[src/rtl/sysid_pkg.sv]
// rtl/sysid_pkg.sv - shared types and constants for the SysID checker
package sysid_pkg;

   typedef enum logic [1:0] {
      IDLE   = 2'd0,
      RD_ID  = 2'd1,
      RD_TS  = 2'd2,
      FINISH = 2'd3
   } state_t;

   localparam logic ADDR_ID = 1'b0;
   localparam logic ADDR_TS = 1'b1;

   localparam int CTR_W = 16;

endpackage

[src/rtl/sysid_timeout_ctr.sv]
// rtl/sysid_timeout_ctr.sv - per-read stall counter with limit compare
module sysid_timeout_ctr
   import sysid_pkg::*;
(
   input  logic             clock,
   input  logic             reset_n,
   input  logic             clear,
   input  logic             inc,
   input  logic [CTR_W-1:0] limit,
   output logic             expired
);

   logic [CTR_W-1:0] count;

   // Count stall cycles; clear has priority and the count parks once the limit is hit.
   always_ff @(posedge clock or negedge reset_n) begin
      if (!reset_n) begin
         count <= '0;
      end else if (clear) begin
         count <= '0;
      end else if (inc && !expired) begin
         count <= count + 1'b1;
      end
   end

   assign expired = (count == limit);

endmodule

[config.mk]
export PLATFORM = sky130hd
export DESIGN_NAME = sysid_timeout_ctr
export DESIGN_NICKNAME = d
export VERILOG_FILES = /design/src/rtl/sysid_pkg.sv /design/src/rtl/sysid_timeout_ctr.sv
export SDC_FILE = /design/constraint.sdc
export NUM_CORES = 1
export LEC_CHECK = 0
export BUFFER_PORTS_ARGS = -buffer_cell sky130_fd_sc_hd__buf_2
export CAP_MARGIN = 20
export CELL_PAD_IN_SITES_DETAIL_PLACEMENT = 0
export CELL_PAD_IN_SITES_GLOBAL_PLACEMENT = 1
export CORE_ASPECT_RATIO = 1.1
export CORE_MARGIN = 3
export CORE_UTILIZATION = 41
export CTS_CLUSTER_DIAMETER = 80
export DETAILED_ROUTE_END_ITERATION = 10
export PLACE_DENSITY_LB_ADDON = 0.1
export SETUP_SLACK_MARGIN = 0.3
export SYNTH_ARGS = -nofsm -noshare
export SYNTH_HDL_FRONTEND = slang
export SYNTH_SLANG_ARGS = --single-unit
[constraint.sdc]
create_clock -name clock -period 2.5 [get_ports clock]
set_input_delay 0.125 -clock clock [delete_from_list [all_inputs] [get_ports clock]]
set_output_delay 0.125 -clock clock [all_outputs]
set_load 0.05 [all_outputs]
==> impl_metrics.env <==
export IMPL_fin_setup_tns_ns=0
export IMPL_wl_mm=2.42
export IMPL_power_mw=0.458
export IMPL_reg2reg_to="count[12]"
export IMPL_synth_ff_latch_count=16
export IMPL_post_synth_main_area_contributors="dfrtp_1 (37%), xnor2_1 (13%), mux2_2 (8.3%), nor2_1 (4.8%), nand4_1 (4.0%)"
export IMPL_pin_count_of_the_biggest_net_entering_global_routing=25
export IMPL_power_density_nw_per_um2=365
export IMPL_design_die_area_um2=3300
export IMPL_cts_tree="yes"
export IMPL_num_io_pins=21
export IMPL_layout_top_registers="count: 16 flops"
export IMPL_regToRegSetupSlack_ns=0.50
export IMPL_insertedDiodeCount=0
export IMPL_cpMostUsedCell="buf_4"
export IMPL_vias=924
export IMPL_post_route_worst_setup_slack_ns=0.496
export IMPL_routed_length_on_met3_um=118
export IMPL_remaining_drc_errors=0
export IMPL_tritoncts_sink_count=16
export IMPL_drt_iter0_drc=10
export IMPL_synth_area_um2=1090
export IMPL_die_height_um=60.0
export IMPL_die_w_um=55.1
export IMPL_clk_latency_ns=0.28
export IMPL_cp_data_arrival_time_ns=2.18
export IMPL_hold_end="count[1]"
export IMPL_filler_free_cell_count_of_the_finished_design=171
export IMPL_topRoutingLayerUsed="met3"
export IMPL_ratio_of_routed_vias_to_standard_cells=5.40
export IMPL_worst_hold_path_num_cells=3
export IMPL_via_count_of_the_first_global_routing_pass=897
export IMPL_cts_inserted_buffers=3
export IMPL_post_synth_num_cell_types=26
export IMPL_layout_area_overhead_vs_synth_pct=15.7
export IMPL_h_tree_depth=1
export IMPL_timing_final_crit_period_ns=2.00
export IMPL_rr_worst_depth=7
export IMPL_cp_slowest_cell="dfrtp_1"
export IMPL_worst_setup_path_start_kind="flip-flop"
export IMPL_clk_pin_slew_ns=0.09
export IMPL_timing_clock_skew_ns=0.00120
export IMPL_placed_cells_incl_taps=164
export IMPL_crit_chain="xnor2_1, nand4_1, nor4_4, buf_4, buf_4, nor4_1, mux2_2"
export IMPL_firstDrtPassIters=4
export IMPL_min_period_over_period=0.802
export IMPL_worst_ep_required_time_ns=2.67
export IMPL_wl_met2_mm=1.15
export IMPL_final_layout_size_suffix_gt1_frac=0.262
export IMPL_final_cell_mix="buf_2 (20), xnor2_1 (16), dfrtp_1 (16)"
export IMPL_yosysTopAreaCell="dfrtp_1"
export IMPL_maximum_fanout_along_the_worst_path=7
export IMPL_synth_fp_nets=138
export IMPL_synth_yosys_warnings=0
export IMPL_wire_per_inst_um=14.1
export IMPL_ctsLongestPathBuffers=2
export IMPL_final_instance_area_um2=1260
export IMPL_critical_path_max_stage_delay_ns=0.45
export IMPL_final_hold_violations=0
export IMPL_report_final_setup_viol=0
export IMPL_finalMaxSlewViolations=0
export IMPL_r2r_path_start="count[2]"
export IMPL_cts_root_buffer="clkbuf_4"
export IMPL_antenna_violations_before_repair=0
export IMPL_floorplan_initialDensity=0.455
export IMPL_detailed_place_area_um2=1200
export IMPL_power_leakage_nw=0.513
export IMPL_fmax_achieved_mhz=499
export IMPL_run_status="complete, no violations"
export IMPL_rows=18
export IMPL_final_nets=164
export IMPL_wire_length_of_the_first_global_routing_pass_mm=4.02
export IMPL_overall_routing_resource_usage=0.171
export IMPL_gpl_final_weighted_congestion=0.725
export IMPL_utilization=0.526
export IMPL_avgSynthCellArea_um2=9.28
export IMPL_max_vdd_ir_drop_mv=0.242
export IMPL_tightest_slew_ns=0.427
export IMPL_layout_commonest_cell="buf_2"
export IMPL_synth_top_area_share=0.369
export IMPL_setup_repair_after_global_routing_missed_its_margin="false"
export IMPL_hold_worst_slack_ns=0.159
export IMPL_routedLengthMet1_mm=1.15
export IMPL_largest_register_ff_count=16
export IMPL_timing_critical_path_max_delay_family="simple AND/OR/NAND/NOR gates"
export IMPL_global_route_overflow_total=0
export IMPL_detail_route_antenna_nets=0
export IMPL_dp_worst_setup_slack_ns=0.336
export IMPL_timing_worst_setup_path_type="reg -> reg"
export IMPL_detailedPlacementHpwl_mm=1.82
export IMPL_synthesis_instances=117
export IMPL_max_slew_margin_rel=0.715
export IMPL_hold_start="inc"
export IMPL_placement_io_buffers=20
export IMPL_max_cap_violations=0
export IMPL_crit_buf_inv=2
export IMPL_top_register="count"
export IMPL_design_core_area_um2=2390
export IMPL_fraction_of_the_yosys_area_taken_by_sequential_cells=0.369
export IMPL_worstHoldPathType="in -> reg"
export IMPL_critical_path_endpoint_type="flip-flop"
==> tightest hold or removal path: cells and delay by family <==
family	cells	cell delay, ns
compound gates	1	0.06
buf+inv	1	0.13
simple gates	1	0.09
==> cell families after synthesis <==
group | Yosys count | synth area share
flops | 16 | 0.369
fa+ha+maj | 1 | 0.0115
compound gates | 16 | 0.0864
xor+xnor | 16 | 0.129
mux | 8 | 0.0830
buf+inv | 7 | 0.0380
simple gates | 53 | 0.283
==> Yosys cell counts <==
master     n
nand3b_1   1
ha_1       1
buf_6      2
o21ai_0    5
o31ai_1    2
nor4b_1    2
or4_1      2
nor4_1     4
o21ba_2    1
dfrtp_1   16
inv_1      3
and3b_1    1
and4b_1    1
nand4_1    7
nor2b_1    6
nor2_1    14
nor4_4     1
or3_1      4
o31a_1     1
clkbuf_1   2
nand2_1    5
nor3_1     1
mux2_2     8
a21oi_1    7
xnor2_1   16
nand3_1    4
==> metal layers <==
metal  vias up  global-route usage
li1        472                   -
met1       435               0.238
met2        17               0.267
met3         0              0.0299
met4         0              0.0521
met5         -                   0
==> where the power goes <==
group	leakage [nW]	switching [mW]	internal, mW
clock network	0.0138	0.0784	0.0559
logic	0.277	0.0292	0.0292
registers	0.222	0.00418	0.261
==> area by class of cell <==
| cell class | instances | area [um^2] |
|---|---|---|
| inverter | 3 | 11.3 |
| multi-input combinational | 94 | 644 |
| tap | 30 | 37.5 |
| fill | 251 | 1130 |
| sequential | 16 | 400 |
| timing repair buffer | 25 | 140 |
| clock buffer | 3 | 22.5 |
==> how the worst max path moves through the flow <==
| stage | startpoint | endpoint | cells after the start |
|---|---|---|---|
| 4_1_cts | count[7] | count[0] | 7 |
| 3_3_place_gp | count[3] | count[0] | 6 |
| 3_5_place_dp | count[3] | count[0] | 6 |
| 5_1_grt | count[2] | count[0] | 7 |
| 2_1_floorplan | count[3] | count[5] | 7 |
| 6_report | count[2] | count[12] | 7 |
==> repair_timing <==
action                                 4_1_cts  5_1_grt
endpoints found under the hold margin       16        0
buffers inserted                             3        0
resized for setup                            0        0
hold buffers                                 1        0
setup endpoints to repair                    1        0
(Power assumes the default switching activity.)
